File: config.mk
export PLATFORM = sky130hd
export DESIGN_NAME = imem_boot_loader
export DESIGN_NICKNAME = d
export VERILOG_FILES = /design/src/rtl/imem_boot_pkg.sv /design/src/rtl/imem_boot_loader_packer.sv /design/src/rtl/imem_boot_loader.sv
export SDC_FILE = /design/constraint.sdc
export NUM_CORES = 1
export LEC_CHECK = 0
export ABC_AREA = 1
export CORE_UTILIZATION = 27
export DETAILED_ROUTE_END_ITERATION = 10
export PLACE_DENSITY = 0.5
export SLEW_MARGIN = 20
export SYNTH_ARGS = -nofsm -noshare
export SYNTH_HDL_FRONTEND = slang
export SYNTH_SLANG_ARGS = --single-unit
File: constraint.sdc
create_clock -name clk_i -period 3.1 [get_ports clk_i]
set_input_delay 0.93 -clock clk_i [delete_from_list [all_inputs] [get_ports clk_i]]
set_output_delay 0.93 -clock clk_i [all_outputs]
set_load 0.02 [all_outputs]
File: src/rtl/imem_boot_pkg.sv
// imem_boot_pkg: shared FSM state encoding and framing constants for the instruction-memory boot loader
package imem_boot_pkg;
  typedef enum logic [2:0] {HDR0, HDR1, LOAD, CSUM, DONE, ERROR} state_t;
  localparam int HDR_BYTES = 2;
  localparam int BYTES_PER_WORD = 4;
endpackage

File: src/rtl/imem_boot_loader_packer.sv
// byte_to_word_packer: collects accepted bytes little-endian into 32-bit words and pulses word_valid per word
module byte_to_word_packer
  import imem_boot_pkg::*;
(
  input  logic        clk_i,
  input  logic        rst_i,
  input  logic        byte_en,
  input  logic [7:0]  byte_data,
  output logic [1:0]  lane,
  output logic        word_valid,
  output logic [31:0] word
);
  logic [23:0] shift;
  // Lower three bytes shift in from the top; the fourth byte completes the word, which then holds until the next one
  always_ff @(posedge clk_i or negedge rst_i) begin
    if (!rst_i) begin
      lane       <= '0;
      shift      <= '0;
      word_valid <= 1'b0;
      word       <= '0;
    end else begin
      word_valid <= 1'b0;
      if (byte_en) begin
        lane <= lane + 2'd1;
        if (lane == 2'(BYTES_PER_WORD - 1)) begin
          word       <= {byte_data, shift};
          word_valid <= 1'b1;
        end else begin
          shift <= {byte_data, shift[23:8]};
        end
      end
    end
  end
endmodule

File: src/rtl/imem_boot_loader.sv
// imem_boot_loader: loads a length-prefixed byte image into instruction memory and holds the CPU in reset until done.
// Optional IMEM_BOOT_CHECKSUM_EN adds a trailing XOR checksum byte verified in state CSUM.
module imem_boot_loader
  import imem_boot_pkg::*;
#(
  parameter int          MAX_WORDS = 1024,
  parameter logic [31:0] BASE_ADDR = 32'h0000_0000
) (
  input  logic        clk_i,
  input  logic        rst_i,
  input  logic        byte_valid_i,
  input  logic [7:0]  byte_data_i,
  output logic        byte_ready_o,
  output logic        imem_we_o,
  output logic [31:0] imem_addr_o,
  output logic [31:0] imem_wdata_o,
  output logic        cpu_rst_o,
  output logic        done_o,
  output logic        error_o
);
  state_t      state, state_n;
  logic [15:0] count, word_idx, hdr_cnt;
  logic        acc, load_acc, word_end, last_word;
  logic [1:0]  lane;
`ifdef IMEM_BOOT_CHECKSUM_EN
  localparam state_t END_STATE = CSUM;
  logic [7:0] csum;
`else
  localparam state_t END_STATE = DONE;
`endif
  assign acc       = byte_valid_i & byte_ready_o;
  assign load_acc  = acc & (state == LOAD);
  assign word_end  = load_acc & (lane == 2'(BYTES_PER_WORD - 1));
  assign last_word = word_idx == count - 16'd1;
  assign hdr_cnt   = {byte_data_i, count[7:0]};
  byte_to_word_packer u_packer (
    .clk_i      (clk_i),
    .rst_i      (rst_i),
    .byte_en    (load_acc),
    .byte_data  (byte_data_i),
    .lane       (lane),
    .word_valid (imem_we_o),
    .word       (imem_wdata_o)
  );
  // State register; reset always restarts at the header
  always_ff @(posedge clk_i or negedge rst_i) begin
    if (!rst_i) state <= HDR0;
    else        state <= state_n;
  end
  // Next state: advance only on accepted bytes, DONE and ERROR are terminal
  always_comb begin
    state_n = state;
    case (state)
      HDR0:    state_n = acc ? HDR1 : HDR0;
      HDR1:    state_n = !acc ? HDR1 : hdr_cnt == 16'd0 ? END_STATE :
                         int'(hdr_cnt) > MAX_WORDS ? ERROR : LOAD;
      LOAD:    state_n = word_end && last_word ? END_STATE : LOAD;
`ifdef IMEM_BOOT_CHECKSUM_EN
      CSUM:    state_n = !acc ? CSUM : csum == byte_data_i ? DONE : ERROR;
`endif
      default: state_n = state;
    endcase
  end
  // Header capture, write addressing and registered status outputs; ready follows the next state so it never waits on valid
  always_ff @(posedge clk_i or negedge rst_i) begin
    if (!rst_i) begin
      count        <= '0;
      word_idx     <= '0;
      imem_addr_o  <= '0;
      byte_ready_o <= 1'b0;
      cpu_rst_o    <= 1'b0;
      done_o       <= 1'b0;
      error_o      <= 1'b0;
    end else begin
      byte_ready_o <= state_n inside {HDR0, HDR1, LOAD, CSUM};
      cpu_rst_o    <= state == DONE;
      done_o       <= state == DONE;
      error_o      <= state == ERROR;
      if (acc && state == HDR0) count[7:0] <= byte_data_i;
      if (acc && state == HDR1) count[15:8] <= byte_data_i;
      if (word_end) begin
        imem_addr_o <= BASE_ADDR + 32'(word_idx) * 32'(BYTES_PER_WORD);
        word_idx    <= word_idx + 16'd1;
      end
    end
  end
`ifdef IMEM_BOOT_CHECKSUM_EN
  // Running XOR over header and image bytes; the checksum byte itself is excluded
  always_ff @(posedge clk_i or negedge rst_i) begin
    if (!rst_i)                   csum <= '0;
    else if (acc && state != CSUM) csum <= csum ^ byte_data_i;
  end
`endif
endmodule

# Word-level counts from Yosys, hierarchy flattened
# Index checks and enable logic that the tools add are counted.
[classes]
n_addsub = 3
n_lt_le_gt_ge = 1
n_eq_ne = 9
n_mux = 8
bitwise = 4
reduce_logical = 9
[ops]
columns = ["cell", "n"]
rows = [
  ["$add A16 B1 Y16 const B", 1],
  ["$eq A16 B16 Y1", 1],
  ["$gt A16 B11 Y1 const B", 1],
  ["$logic_not A16 Y1", 1],
  ["$sub A16 B1 Y16 const B", 1],
  ["$mux W3", 4],
  ["$eq A3 B2 Y1 const B", 3],
  ["$pmux W3 S3", 1],
  ["$eq A3 B1 Y1 const B", 2],
  ["$eq A3 B3 Y1 const B", 2],
  ["$logic_not A3 Y1", 2],
  ["$reduce_and A2 Y1", 2],
  ["$reduce_bool A4 Y1", 1],
  ["$and A1 B1 Y1", 3],
  ["$logic_and A1 B1 Y1", 3],
  ["$mux W1", 3],
  ["$add A2 B1 Y2 const B", 1],
  ["$eq A2 B2 Y1 const B", 1],
  ["$not A1 Y1", 1],
]
[word_totals]
regBits = 113
input_bits = 11
output_inout_bits = 69

# Depth between registers and ports, before layout
[logic_depth]
depth_word = 8
ltp_mapped = 13
ltp_nobuf = 13

# Cells and area by module
# From an unflattened synthesis, not the netlist that was laid out.
[hier_totals]
hier_cells = 648
area_unflattened_um2 = 5408.9
[by_module_without_submodules]
columns = ["module", "n_inst", "cells_each", "area_per_inst_um2", "seq_area_each_um2"]
rows = [
  ["imem_boot_loader", 1, 394, 3045.4, 1351.3],
  ["byte_to_word_packer", 1, 254, 2363.5, 1476.4],
]

# Worst setup path before layout
# OpenSTA, ideal clock, no wires.
[synth_timing]
path_type = "input port to flip-flop"
from = "input port byte_valid_i"
to = "register word_idx[13]"
arrival_ps = 1819
required_ps = 2976
path_slack_ps = 1157
path_stages = 8
n_path_buf = 0
path_cell_list = "nand2_1 -> inv_1 -> nand2_2 -> nor2_8 -> nand4_4 -> nor2_4 -> nand4_1 -> xor2_1"
[synth_between]
elab_chain_cells = 3
[synth_rtl]
columns = ["element", "line", "text"]
rows = [
  ["start: declaration", "imem_boot_loader.sv:11", "input logic byte_valid_i,"],
  ["$and A1 B1 Y1", "imem_boot_loader.sv:31", "assign acc = byte_valid_i & byte_ready_o;"],
  ["$and A1 B1 Y1", "imem_boot_loader.sv:32", "assign load_acc = acc & (state == LOAD);"],
  ["$and A1 B1 Y1", "imem_boot_loader.sv:33", "assign word_end = load_acc & (lane == 2'(BYTES_PER_WORD - 1));"],
  ["end signal: assignment", "imem_boot_loader.sv:83", "word_idx <= word_idx + 16'd1;"],
  ["end: declaration", "imem_boot_loader.sv:22", "logic [15:0] count, word_idx, hdr_cnt;"],
]
# Every way passes these cells.
# A chain may end at the register's enable or synchronous reset.

# Worst setup path in the final report
[layout_timing]
from = "input port byte_valid_i"
to = "register u_packer.word[29]"
[layout_between]
elab_chain_cells = 3
[layout_rtl]
columns = ["element", "line", "text"]
rows = [
  ["$and A1 B1 Y1", "imem_boot_loader.sv:31", ""],
  ["$and A1 B1 Y1", "imem_boot_loader.sv:32", ""],
  ["$reduce_and A2 Y1 (no source line)", "-", ""],
  ["end signal: assignment", "imem_boot_loader_packer.sv:26", "word <= {byte_data, shift};"],
  ["end: declaration", "imem_boot_loader_packer.sv:11", "output logic [31:0] word"],
]
# Every way passes these cells.

==> run summary <==
The flow ran to the end, and the final reports show no timing, DRC or antenna violations. The post-layout net count came out at 675. The sequential-to-total area share from yosys stat is 0.5466. The utilization after layout is 0.3555. The synthesized netlist occupies a cell area of 5174 um2. The ratio of routed vias to standard cells is 4.359.

The first global-routing pass estimated 20,000 um of wire. The tightest min-delay check is of the flip-flop to flip-flop type. In the synthesized netlist, the number of instances is 595. The initial utilization of the core area, before any placement, comes to 0.2757. The number of antenna violations at the first check in global routing was 0. The worst path required time is 3380 ps.

The count of inserted antenna diode cells came out at 0. The shortest period the worst path allows is 2365 ps. The number of cell rows is 50. The startpoint identified for the worst hold timing path is u_packer.word[2]. The largest clock skew in the final design is 5.258 ps. For this design, the slowest cell found on the critical path is clkdlybuf4s50_1. The maximum number of pins on one net before global-route repair came out at 52. The number of H-tree branching levels is 4. Summed over all cells, the static leakage comes to 0.003231 uW. The worst hold endpoint is u_packer.word[2]. The region available for standard cell placement spans 18,770 um2. The number of remaining DRC errors is 0. In this run the critical register-to-register path is launched from count[0]. The floorplan die area is 19,720 um2. The peak clock frequency supported by timing is 0.4229 GHz. The via count of the first global-routing pass was 3,861. Once detailed placement completed, the half-perimeter wirelength came to 8659 um.

The reg-to-reg setup timing slack came out at 1150 ps. Leaving out fill and tap cells, the most frequent cells in the layout are 185 x nand2_1, 113 x dfrtp_1, 78 x o21ai_0, 62 x inv_1, 62 x clkdlybuf4s50_1. Averaged over all synthesized cells, the footprint is 8.695 um2. The global routing usage summed across all routing layers is 0.1324. Setup repair after global routing left no endpoint under its margin. The area growth from synthesis to layout came out at 28.97%. Adding up every negative setup slack in the final design gives 0 ps. Counting flops and latches in the post-synthesis netlist gives 113. The total global routing overflow came out at 0. The number of failing setup endpoints in the final timing report is 0.

The signal arrival time at the worst endpoint came out at 2650 ps. The maximum number of buffers from clock root to sink came out at 2. The area after detailed placement came out at 5984 um2. Post-CTS timing repair inserted 0 buffers for setup. By instance count, the cell type seen most on the critical path is nand2_1. TritonCTS built the clock tree. The normalized max-slew margin came out at 0.5871. The die width is 140.4 um.

The max-cap violation count is 0. Counting cells, the worst reg-to-reg path comes to 11. The pre-antenna-repair detailed-routing pass consisted of 5 iterations. From bottom edge to top edge, the die measures 140.4 um. The clock sink count is 113. The post-detailed-routing wire length came out at 11,860 um. The total power density per cell area is 569.1 nW/um2.

The antenna violation net count after detailed routing came out at 0. The source-to-sink clock delay at the later pin of the worst-skew pair came out at 410 ps. The smallest hold slack came out at 469.4 ps. For the pin with the worst max-slew slack, the measured transition is 619.4 ps. The worst setup path is launched from a primary input. The number of buffers created by CTS is 17. The number of max-slew violations in the final report came out at 0. STA classifies the critical path endpoint as a flip-flop.

In this run, post-CTS repair resized a total of 0 instances. Walking the worst path, the cells encountered are clkdlybuf4s50_1 -> nand2_1 -> inv_1 -> nand2_2 -> nor2_8 -> inv_2 -> buf_12 -> nand2_1 -> o21ai_0. On the critical path the largest part of the delay comes from buffers and inverters. The clock slew seen by the registers of the worst setup and hold paths came out at 50 ps. The count of vias placed by the detailed router came out at 3,958. The number of violations reported at the end of detailed-routing iteration 0 is 233.

IR analysis of the VDD net gives a maximum drop of 421.6 uV. The number of cells on the worst hold path came out at 2. The layout filler cell count is 1,945. The finished cells cover 6673 um2. The number of I/O pins came out at 80. Together, buffers and inverters on the worst path number 4. The number of different library cells in the post-synthesis netlist came out at 31. The number of I/O port buffers came out at 63.

The post-route fraction of the period consumed by the critical path is 0.7629. The cell sitting at the root of the clock tree is a clkbuf_16. The largest fanout of any net on the critical path is 51. The placer congestion estimate is 0.8276. The worst stage delay on the critical path is 450 ps. Dividing the detail-routed wire length by the instance count gives 13.06 um.

The category of the most critical setup path is primary input to flip-flop. In the final layout, the share of cells above drive strength 1 is 0.07418. The number of hold violations in the final report came out at 0. The endpoint of the lowest-slack register-to-register path is byte_ready_o. The power consumption is 3798 uW.

The number of hold buffers added after CTS was 0. The number of warning messages in the yosys log came out at 0. The library cell used most frequently in the layout, excluding fill and tap cells, is nand2_1.
-- stage by stage --
stage,worst slack [ps],cells
2_1_floorplan,1157,610
3_3_place_gp,356.4,876
3_5_place_dp,310.3,876
4_1_cts,704.4,908
5_1_grt,607.6,908
6_report,735.1,908
-- how the worst max path moves through the flow --
stage	start	to	slack (ps)	cells past startpoint
after global routing	byte_valid_i	u_packer.word[29]	610	9
after CTS	imem_addr_o[17]	imem_addr_o[17]	700	1
final	byte_valid_i	u_packer.word[29]	740	9
after floorplan	byte_valid_i	word_idx[13]	1160	8
after global placement	byte_valid_i	u_packer.word[22]	360	9
after detailed placement	byte_valid_i	u_packer.word[29]	310	9
-- flip-flops by register name (all words and copies together) (netlist names) --
signal               cells
u_packer.word           32
u_packer.shift          24
count                   16
imem_addr_o             16
word_idx                16
state                    3
u_packer.lane            2
byte_ready_o             1
done_o                   1
error_o                  1
u_packer.word_valid      1
-- kinds of logic (layout without fill, tap and decap cells) --
kind of cell               count (synthesis)  in the layout  synth area share
other                                      1             16         0.0007248
xor gates and xnor gates                  28             28           0.04740
AOI/OAI and AO/OA                         87             87           0.08537
and+or+nand+nor                          263            263            0.2220
buffers and inverters                    100            164           0.09069
adders and majority gates                  3              3          0.007256
DFF                                      113            113            0.5466
-- per-layer routing --
metal | part of all wire | wire [um] | track usage | vias to the layer above
met3 | 0.034 | 408 | 0.03658 | 17
met1 | 0.49 | 5847 | 0.1719 | 1882
met2 | 0.45 | 5392 | 0.2050 | 84
met5 | 0 | 0 | 0 | -
met4 | 0.018 | 209 | 0.06015 | 0
li1 | - | - | - | 1975
-- power by group --
part           internal (uW)  switching (uW)  leakage, uW  total [uW]
clock                   1590             656     0.000330        2250
sequential              1480               0      0.00152        1480
combinational           15.3            58.2      0.00138        73.6
total                   3080             715      0.00323        3800
-- layout make-up --
type                       instances  area [um2]  share of cell area
clock buffer                      23       488.0             0.07313
clock inverter                     9       200.2             0.03000
inverter                          64       240.2             0.03600
multi-input combinational        397        1933              0.2897
sequential                       113        2828              0.4238
tap                              234       292.8             0.04388
timing repair buffer              68       690.7              0.1035
-- worst min-delay path: cells and delay by family, from the launching register on --
family	cells	cell delay (ps)
DFF	1	340
and+or+nand+nor	2	90
-- synth_stat cells --
cell / number / area (um2)
a21oi_1: 2 / 10.01
a31oi_1: 3 / 18.77
and2_1: 1 / 6.260
buf_2: 3 / 15.01
buf_4: 20 / 150.1
buf_6: 2 / 22.52
clkbuf_1: 11 / 41.29
conb_1: 1 / 3.750
dfrtp_1: 113 / 2828
ha_1: 3 / 37.54
inv_1: 62 / 232.7
inv_2: 2 / 7.510
nand2_1: 185 / 694.4
nand2_2: 2 / 12.51
nand3_1: 22 / 110.1
nand3b_1: 5 / 37.54
nand4_1: 7 / 43.79
nand4_4: 1 / 21.27
nor2_1: 28 / 105.1
nor2_2: 2 / 12.51
nor2_4: 2 / 22.52
nor2_8: 1 / 20.02
nor3_1: 2 / 10.01
nor3_2: 3 / 30.03
nor3_4: 1 / 16.27
o21ai_0: 78 / 390.4
o21ai_1: 3 / 15.01
o21bai_1: 1 / 7.510
or2_0: 1 / 6.260
xnor2_1: 8 / 70.07
xor2_1: 20 / 175.2
Power figures use the tool's default switching activity.
